File: src/rtl/icetap_jtag_master_if.sv
// rtl/icetap_jtag_master_if.sv - command/response bundle between a host and the icetap JTAG master
interface icetap_jtag_master_if #(
    parameter int MAX_SHIFT_BITS = 64
);
    localparam int LEN_BITS = $clog2(MAX_SHIFT_BITS + 1);

    logic                      cmd_valid;
    logic                      cmd_ready;
    logic [1:0]                cmd_op;
    logic [LEN_BITS-1:0]       cmd_len;
    logic [MAX_SHIFT_BITS-1:0] cmd_data;
    logic                      rsp_valid;
    logic [MAX_SHIFT_BITS-1:0] rsp_data;

    modport master (
        output cmd_valid, cmd_op, cmd_len, cmd_data,
        input  cmd_ready, rsp_valid, rsp_data
    );

    modport slave (
        input  cmd_valid, cmd_op, cmd_len, cmd_data,
        output cmd_ready, rsp_valid, rsp_data
    );
endinterface

File: src/rtl/icetap_jtag_master.sv
// rtl/icetap_jtag_master.sv - JTAG TAP initiator running IR/DR shifts, TAP resets and idle clocks
module icetap_jtag_master #(
    parameter int MAX_SHIFT_BITS = 64,
    parameter int TCK_DIV        = 2
) (
    input  logic                scan_clk,
    input  logic                scan_reset,
    icetap_jtag_master_if.slave cmd,
    output logic                jtag_tck,
    output logic                jtag_tms,
    output logic                jtag_tdi,
    input  logic                jtag_tdo
);
    localparam int LEN_BITS = $clog2(MAX_SHIFT_BITS + 1);
    localparam int IW       = (MAX_SHIFT_BITS > 1) ? $clog2(MAX_SHIFT_BITS) : 1;
    localparam int P        = 2 * TCK_DIV;
    localparam int PW       = $clog2(P + 1);
    localparam int CW       = $clog2(MAX_SHIFT_BITS + 7);

    localparam logic [1:0] OP_RST  = 2'd0;
    localparam logic [1:0] OP_IR   = 2'd1;
    localparam logic [1:0] OP_DR   = 2'd2;
    localparam logic [1:0] OP_IDLE = 2'd3;

    typedef enum logic [1:0] {AUTO_RST, IDLE, RUN, DONE} state_t;

    state_t                    state_q, state_d;
    logic [PW-1:0]             phase_q, phase_d;
    logic [CW-1:0]             pidx_q, pidx_d;
    logic [CW-1:0]             nper_q, nper_d;
    logic [1:0]                op_q, op_d;
    logic [LEN_BITS-1:0]       len_q, len_d;
    logic [MAX_SHIFT_BITS-1:0] data_q, data_d;
    logic [MAX_SHIFT_BITS-1:0] cap_q, cap_d;
    logic [MAX_SHIFT_BITS-1:0] rsp_q, rsp_d;
    logic                      tck_q, tck_d;
    logic                      tms_q, tms_d;
    logic                      tdi_q, tdi_d;
    logic                      ready_q, ready_d;
    logic                      rspv_q, rspv_d;
    logic [LEN_BITS-1:0]       len_clamped;
    logic [CW-1:0]             new_nper;

    function automatic logic [CW-1:0] head_len(input logic [1:0] o);
        case (o)
            OP_IR:   head_len = CW'(4);
            OP_DR:   head_len = CW'(3);
            default: head_len = '0;
        endcase
    endfunction

    function automatic logic [CW-1:0] period_count(input logic [1:0] o, input logic [LEN_BITS-1:0] l);
        if (o == OP_RST)
            period_count = CW'(6);
        else if (o == OP_IDLE)
            period_count = CW'(l);
        else if (l == '0)
            period_count = '0;
        else
            period_count = head_len(o) + CW'(l) + CW'(2);
    endfunction

    function automatic logic in_shift(input logic [1:0] o, input logic [LEN_BITS-1:0] l,
                                      input logic [CW-1:0] k);
        in_shift = ((o == OP_IR) || (o == OP_DR)) && (k >= head_len(o)) && (k < head_len(o) + CW'(l));
    endfunction

    function automatic logic [IW-1:0] bit_index(input logic [1:0] o, input logic [CW-1:0] k);
        bit_index = IW'(k - head_len(o));
    endfunction

    // Shift end is the first period after the data bits: Exit1 -> Update, then back to RTI.
    function automatic logic tms_at(input logic [1:0] o, input logic [LEN_BITS-1:0] l,
                                    input logic [CW-1:0] k);
        logic [CW-1:0] sh_end;
        sh_end = head_len(o) + CW'(l);
        case (o)
            OP_RST:  tms_at = (k < CW'(5));
            OP_IR:   tms_at = (k < CW'(2)) || (k == sh_end - CW'(1)) || (k == sh_end);
            OP_DR:   tms_at = (k == '0) || (k == sh_end - CW'(1)) || (k == sh_end);
            default: tms_at = 1'b0;
        endcase
    endfunction

    function automatic logic tdi_at(input logic [1:0] o, input logic [LEN_BITS-1:0] l,
                                    input logic [MAX_SHIFT_BITS-1:0] d, input logic [CW-1:0] k);
        tdi_at = in_shift(o, l, k) ? d[bit_index(o, k)] : 1'b0;
    endfunction

    assign len_clamped = (cmd.cmd_len > LEN_BITS'(MAX_SHIFT_BITS)) ? LEN_BITS'(MAX_SHIFT_BITS) : cmd.cmd_len;
    assign new_nper    = period_count(cmd.cmd_op, len_clamped);

    always_comb begin
        state_d = state_q;
        phase_d = phase_q;
        pidx_d  = pidx_q;
        nper_d  = nper_q;
        op_d    = op_q;
        len_d   = len_q;
        data_d  = data_q;
        cap_d   = cap_q;
        rsp_d   = rsp_q;
        tck_d   = tck_q;
        tms_d   = tms_q;
        tdi_d   = tdi_q;
        ready_d = ready_q;
        rspv_d  = 1'b0;

        case (state_q)
            AUTO_RST, RUN: begin
                if (state_q == RUN && nper_q == '0) begin
                    state_d = DONE;
                    rspv_d  = 1'b1;
                    ready_d = 1'b1;
                    rsp_d   = '0;
                end else if (phase_q == PW'(P - 1)) begin
                    phase_d = '0;
                    tck_d   = 1'b0;
                    if (pidx_q == nper_q - CW'(1)) begin
                        state_d = (state_q == AUTO_RST) ? IDLE : DONE;
                        rspv_d  = (state_q == RUN);
                        rsp_d   = (state_q == RUN) ? cap_q : rsp_q;
                        ready_d = 1'b1;
                        tms_d   = 1'b0;
                        tdi_d   = 1'b0;
                    end else begin
                        pidx_d = pidx_q + CW'(1);
                        tms_d  = tms_at(op_q, len_q, pidx_q + CW'(1));
                        tdi_d  = tdi_at(op_q, len_q, data_q, pidx_q + CW'(1));
                    end
                end else begin
                    phase_d = phase_q + PW'(1);
                    if (phase_q == PW'(TCK_DIV - 1)) begin
                        tck_d = 1'b1;
                        if (in_shift(op_q, len_q, pidx_q))
                            cap_d[bit_index(op_q, pidx_q)] = jtag_tdo;
                    end
                end
            end
            IDLE, DONE: begin
                tck_d = 1'b0;
                tms_d = 1'b0;
                tdi_d = 1'b0;
                if (state_q == DONE)
                    state_d = IDLE;
                if (cmd.cmd_valid && ready_q) begin
                    op_d    = cmd.cmd_op;
                    len_d   = len_clamped;
                    data_d  = cmd.cmd_data;
                    cap_d   = '0;
                    pidx_d  = '0;
                    phase_d = '0;
                    nper_d  = new_nper;
                    if (new_nper == '0) begin
                        // A zero-length command accepted on a response cycle waits one cycle so
                        // responses never land on adjacent cycles.
                        if (state_q == IDLE) begin
                            state_d = DONE;
                            rspv_d  = 1'b1;
                            rsp_d   = '0;
                        end else begin
                            state_d = RUN;
                            ready_d = 1'b0;
                        end
                    end else begin
                        state_d = RUN;
                        ready_d = 1'b0;
                        tms_d   = tms_at(cmd.cmd_op, len_clamped, '0);
                        tdi_d   = tdi_at(cmd.cmd_op, len_clamped, cmd.cmd_data, '0);
                    end
                end
            end
            default: state_d = AUTO_RST;
        endcase
    end

    always_ff @(posedge scan_clk) begin
        if (scan_reset) begin
            state_q <= AUTO_RST;
            phase_q <= '0;
            pidx_q  <= '0;
            nper_q  <= CW'(6);
            op_q    <= OP_RST;
            len_q   <= '0;
            data_q  <= '0;
            cap_q   <= '0;
            rsp_q   <= '0;
            tck_q   <= 1'b0;
            tms_q   <= 1'b1;
            tdi_q   <= 1'b0;
            ready_q <= 1'b0;
            rspv_q  <= 1'b0;
        end else begin
            state_q <= state_d;
            phase_q <= phase_d;
            pidx_q  <= pidx_d;
            nper_q  <= nper_d;
            op_q    <= op_d;
            len_q   <= len_d;
            data_q  <= data_d;
            cap_q   <= cap_d;
            rsp_q   <= rsp_d;
            tck_q   <= tck_d;
            tms_q   <= tms_d;
            tdi_q   <= tdi_d;
            ready_q <= ready_d;
            rspv_q  <= rspv_d;
        end
    end

    assign jtag_tck      = tck_q;
    assign jtag_tms      = tms_q;
    assign jtag_tdi      = tdi_q;
    assign cmd.cmd_ready = ready_q;
    assign cmd.rsp_valid = rspv_q;
    assign cmd.rsp_data  = rsp_q;
endmodule
File: src/flat_wrapper.sv
// flat-port wrapper written by rule: the top's interface ports become plain ports
module icetap_jtag_master_flat 
#(
    parameter int MAX_SHIFT_BITS = 64,
    parameter int TCK_DIV        = 2
)
  (scan_clk, scan_reset, jtag_tck, jtag_tms, jtag_tdi, jtag_tdo, cmd_cmd_valid, cmd_cmd_op, cmd_cmd_len, cmd_cmd_data, cmd_cmd_ready, cmd_rsp_valid, cmd_rsp_data);
  icetap_jtag_master_if #(.MAX_SHIFT_BITS(MAX_SHIFT_BITS)) cmd_i ();
  input  logic scan_clk;
  input  logic scan_reset;
  output logic jtag_tck;
  output logic jtag_tms;
  output logic jtag_tdi;
  input  logic jtag_tdo;
  input wire logic [$bits(cmd_i.cmd_valid)-1:0] cmd_cmd_valid;
  input wire logic [$bits(cmd_i.cmd_op)-1:0] cmd_cmd_op;
  input wire logic [$bits(cmd_i.cmd_len)-1:0] cmd_cmd_len;
  input wire logic [$bits(cmd_i.cmd_data)-1:0] cmd_cmd_data;
  output wire logic [$bits(cmd_i.cmd_ready)-1:0] cmd_cmd_ready;
  output wire logic [$bits(cmd_i.rsp_valid)-1:0] cmd_rsp_valid;
  output wire logic [$bits(cmd_i.rsp_data)-1:0] cmd_rsp_data;
  assign cmd_i.cmd_valid = cmd_cmd_valid;
  assign cmd_i.cmd_op = cmd_cmd_op;
  assign cmd_i.cmd_len = cmd_cmd_len;
  assign cmd_i.cmd_data = cmd_cmd_data;
  assign cmd_cmd_ready = cmd_i.cmd_ready;
  assign cmd_rsp_valid = cmd_i.rsp_valid;
  assign cmd_rsp_data = cmd_i.rsp_data;
  icetap_jtag_master #(.MAX_SHIFT_BITS(MAX_SHIFT_BITS), .TCK_DIV(TCK_DIV)) u_core (.scan_clk(scan_clk), .scan_reset(scan_reset), .cmd(cmd_i), .jtag_tck(jtag_tck), .jtag_tms(jtag_tms), .jtag_tdi(jtag_tdi), .jtag_tdo(jtag_tdo));
endmodule
File: config.mk
export PLATFORM = sky130hd
export DESIGN_NAME = icetap_jtag_master_flat
export DESIGN_NICKNAME = d
export VERILOG_FILES = /design/src/rtl/icetap_jtag_master_if.sv /design/src/rtl/icetap_jtag_master.sv /design/src/flat_wrapper.sv
export SDC_FILE = /design/constraint.sdc
export NUM_CORES = 1
export LEC_CHECK = 0
export BUFFER_PORTS_ARGS = -buffer_cell sky130_fd_sc_hd__buf_2
export CORE_MARGIN = 2
export CORE_UTILIZATION = 45
export DETAILED_ROUTE_END_ITERATION = 10
export HOLD_SLACK_MARGIN = 0.12
export PLACE_DENSITY = 0.68
export SYNTH_ARGS = -nofsm -noshare
export SYNTH_HDL_FRONTEND = slang
export SYNTH_SLANG_ARGS = --single-unit
File: constraint.sdc
create_clock -name scan_clk -period 4.9 [get_ports scan_clk]
set_input_delay 1.47 -clock scan_clk [delete_from_list [all_inputs] [get_ports scan_clk]]
set_output_delay 1.47 -clock scan_clk [all_outputs]
set_load 0.01 [all_outputs]
==> metrics.md <==
| Metric | Value |
|---|---|
| Maximum clock frequency | 0.229 GHz |
| Hold WC Path Type | register to register |
| Clock sinks | between 200 and 250 |
| First-pass iteration count of the detailed router | 5 |
| Worst Max-Slew Pin Slew | 1.06 ns |
| Die Width | 163 um |
| IO buf count | 145 |
| Final instance area | 13100 um2 |
| Synth Area in Adders | 5.26% |
| Sw frac | 23.9% |
| Mux share of post-synthesis cell area | between 15 and 20% |
| Starting Density | around 45% |
| Resized cells post-CTS | 0 |
| Pwr dens | 300 nW/um2 |
| Final WL | 28100 um |
| # diodes | 0 |
| Die Ht | 163 um |
| Sequential power share | around 47% |
| RSZ-0062 raised after global routing | no |
| Final hold slack | 0.442 ns |
| Net Count, Synth | 1458 |
| Net switching power | 0.935 mW |
| Startpoint types | register |
| Post-Synthesis Cells | 1336 |
| Remaining global-route overflow | 0 |
| Synth Area in XOR/XNOR | 3.68% |
| Largest net degree at the start of global routing | 77 |
| Post CTS Setup Buffer Count | 0 |
| Final Skew | ~0.025 ns |
| Comb pwr share | just under 7% |
| Int Pwr | 2.98 mW |
| Final setup violation count | 0 |
| Total chip power | 3.92 mW |
| Area grow syn2layout | 15.5% |
| Max IR drop VDD | 0.283 mV |
| Register area | ~4500 um2 |
| First-pass GRT wire length | about 46000 um |
| Die Area | between 20000 and 30000 um2 |
| Slew headroom | 28.8% |
| Routed len/inst | 15.7 um |
| Vias post-DR | 9506 |
| Top Ports | 146 |
| Antenna Nets Post-Route | 0 |
| FP Rows | 58 |
| Flops & latches, synth | 225 |
| Fin Setup TNS | 0 ns |
| Critical path arrival | 4.81 ns |
| Simple-Gate Fraction of Synth Area | between 20 and 25% |
| Synth Area in Compound Gates | 9.30% |
| Post-synthesis cell area | 11300 um2 |
| Period utilization | just under 90% |
| Synthesized area per cell | 8.47 um2 |
| EDFF count, synth | 0 |
| Clock power frac | 46.1% |
| Setup Crit Path Kind | register to register |
| H-tree levels | 1 |
| Multi-input gate area | 6360 um2 |
| Num CTS Buffers | 24 |
| Crit. End Element | register |
| Final net count | between 1500 and 2000 |
| Dpl cell area | 12300 um2 |
| Share of cells above drive strength 1 | roughly 17% |
| Fillers | approximately 2400 |
| Root buffer cell | clkbuf_16 |
| Initial DRC count | 710 |
| Main combinational cell family by area after synthesis | simple AND/OR/NAND/NOR gates |
| Gr usage total | 21.2% |
| Core Region | 25000 um2 |
| GPL Wtd Cong | 0.898 |
| Synth cell types | 70 |
| Clock Latency Late Sink | 0.54 ns |
| Drt via density | 5.32 |
| Hold_buf cts | 0 |
| Static Leakage | around 5.5 nW |
| Fin. max-slew vios | 0 |
| Tmin final | ~4.4 ns |
| FFs w/ async S/R, synth | 0% |
| Post-synthesis sequential area ratio | ~40% |
| Final Hold Vio Count | 0 |
| Required @ worst endpoint | 5.34 ns |
| Ys flop type | dfxtp_1 |
| Clk slew on worst S/H paths | 0.06 ns |
| Post-DP HPWL | 19500 um |
| DRC violations left | 0 |
| CTS tree | done |
| Max FO, Critical Path | 24 |
| Vias in the first global route | between 8000 and 9000 |
| Yosys warnings | 0 |
| Outcome | complete, no violations |
| Maxcap violations | 0 |
| Initial antenna violation count | 1 |
| CTS Buffer Depth | 3 |
## cell usage in the layout (no fill, tap or decap), types with 6 or more instances in the layout
| cell type | count |
|---|---|
| a21o_1 | 7 |
| a21oi_1 | 99 |
| buf_2 | 145 |
| buf_4 | 15 |
| clkbuf_1 | 6 |
| clkbuf_16 | 24 |
| clkbuf_8 | 6 |
| dfxtp_1 | 225 |
| ha_1 | 42 |
| inv_1 | 25 |
| mux2i_1 | 136 |
| mux4_2 | 16 |
| nand2_1 | 367 |
| nand3_1 | 31 |
| nor2_1 | 78 |
| nor2b_1 | 16 |
| nor3_1 | 53 |
| o211ai_1 | 8 |
| o21ai_0 | 10 |
| xnor2_1 | 24 |
| xor2_1 | 10 |
## metal layers
| layer | track usage (%) | up-vias | wire length, um |
|---|---|---|---|
| met4 | 5.75 | 2 | 561 |
| met2 | 33.8 | 281 | 12700 |
| li1 | - | 4746 | - |
| met3 | 4.18 | 42 | 1830 |
| met5 | 0 | - | 13 |
| met1 | 29.3 | 4435 | 13000 |
## cells by family (layout without fill, tap and decap cells)
family | after synthesis | after routing
buffers and inverters | 113 | 235
and+or+nand+nor | 586 | 586
adders and majority gates | 46 | 46
muxes | 155 | 155
xor gates and xnor gates | 39 | 39
DFF | 225 | 225
AOI/OAI and AO/OA | 172 | 172
## metrics by stage
| step | std cells | util [%] | setup WS [ns] |
|---|---|---|---|
| CTS | 1788 | 52.4 | 0.545 |
| finish | 1788 | 52.4 | 0.528 |
| global route | 1788 | 52.4 | 0.170 |
| floorplan | 1336 | - | 0.438 |
| detailed placement | 1744 | 49.2 | 0.0874 |
| global placement | 1744 | 49.2 | 0.185 |
## final cells by class
class / instances / area share [%]
clock buffer: 36 / 5.40
sequential: 225 / 34.5
multi-input combinational: 998 / 48.6
clock inverter: 8 / 0.661
timing repair buffer: 163 / 6.87
inverter: 28 / 0.804
tap: 330 / 3.16
## Yosys cell counts (all sizes together), types with 5 or more instances
cell type,number,area share (%)
a211oi,5,0.42
a21o,8,0.53
a21oi,99,4.4
and3,5,0.28
buf,22,1.3
clkbuf,63,2.1
dfxtp,225,40
ha,42,4.6
inv,27,0.90
mux2i,136,12
mux4,16,3.2
nand2,367,12
nand2b,5,0.28
nand3,33,1.5
nor2,80,2.7
nor2b,16,0.88
nor3,54,2.4
nor3b,7,0.55
o211ai,8,0.53
o21ai,14,0.62
o31ai,5,0.33
xnor2,26,2.2
xor2,11,1.0
## worst max-delay path, cell delays in order, from the launching register on
cell	delay [ns]
dfxtp_1	0.38
inv_1	0.10
ha_1	0.33
ha_1	0.28
nor2b_1	0.15
o211ai_1	0.23
nand2_1	0.13
xor2_1	0.30
inv_1	0.14
ha_1	0.30
o21a_1	0.15
o31ai_1	0.10
a211oi_4	0.92
nor2_1	0.33
nand3_1	0.20
mux2i_1	0.23
## state kept, by name (all words and copies together), names as in the netlist, named ones only
name,cells
u_core.len_q,7
u_core.nper_q,7
u_core.cmd.cmd_ready,1
u_core.cap_q,64
u_core.jtag_tdi,1
u_core.state_q,1
u_core.cmd.rsp_data,64
u_core.phase_q,3
u_core.jtag_tms,1
u_core.data_q,64
u_core.pidx_q,7
u_core.op_q,2
u_core.jtag_tck,1
u_core.cmd.rsp_valid,1
## path summary, 6_finish.rpt
check / from / endpoint / slack, ns / cells after the start
worst max-delay path: u_core.op_q[0] / u_core.cap_q[60] / 0.53 / 15
worst min register to register: u_core.cap_q[48] / u_core.cmd.rsp_data[48] / 0.44 / 2
worst min-delay path: u_core.cap_q[48] / u_core.cmd.rsp_data[48] / 0.44 / 2
worst max register to register: u_core.op_q[0] / u_core.cap_q[60] / 0.53 / 15
## power by group through the flow
stage | Combinational (mW) | Sequential [mW] | Clock, mW
after floorplan | 0.186 | 1.88 | 0
after global placement | 0.264 | 1.88 | 0
after detailed placement | 0.268 | 1.88 | 0
after CTS | 0.269 | 1.84 | 1.84
after global routing | 0.298 | 1.84 | 1.91
final | 0.269 | 1.84 | 1.81
Note: power is estimated with default switching activity, not from simulation.
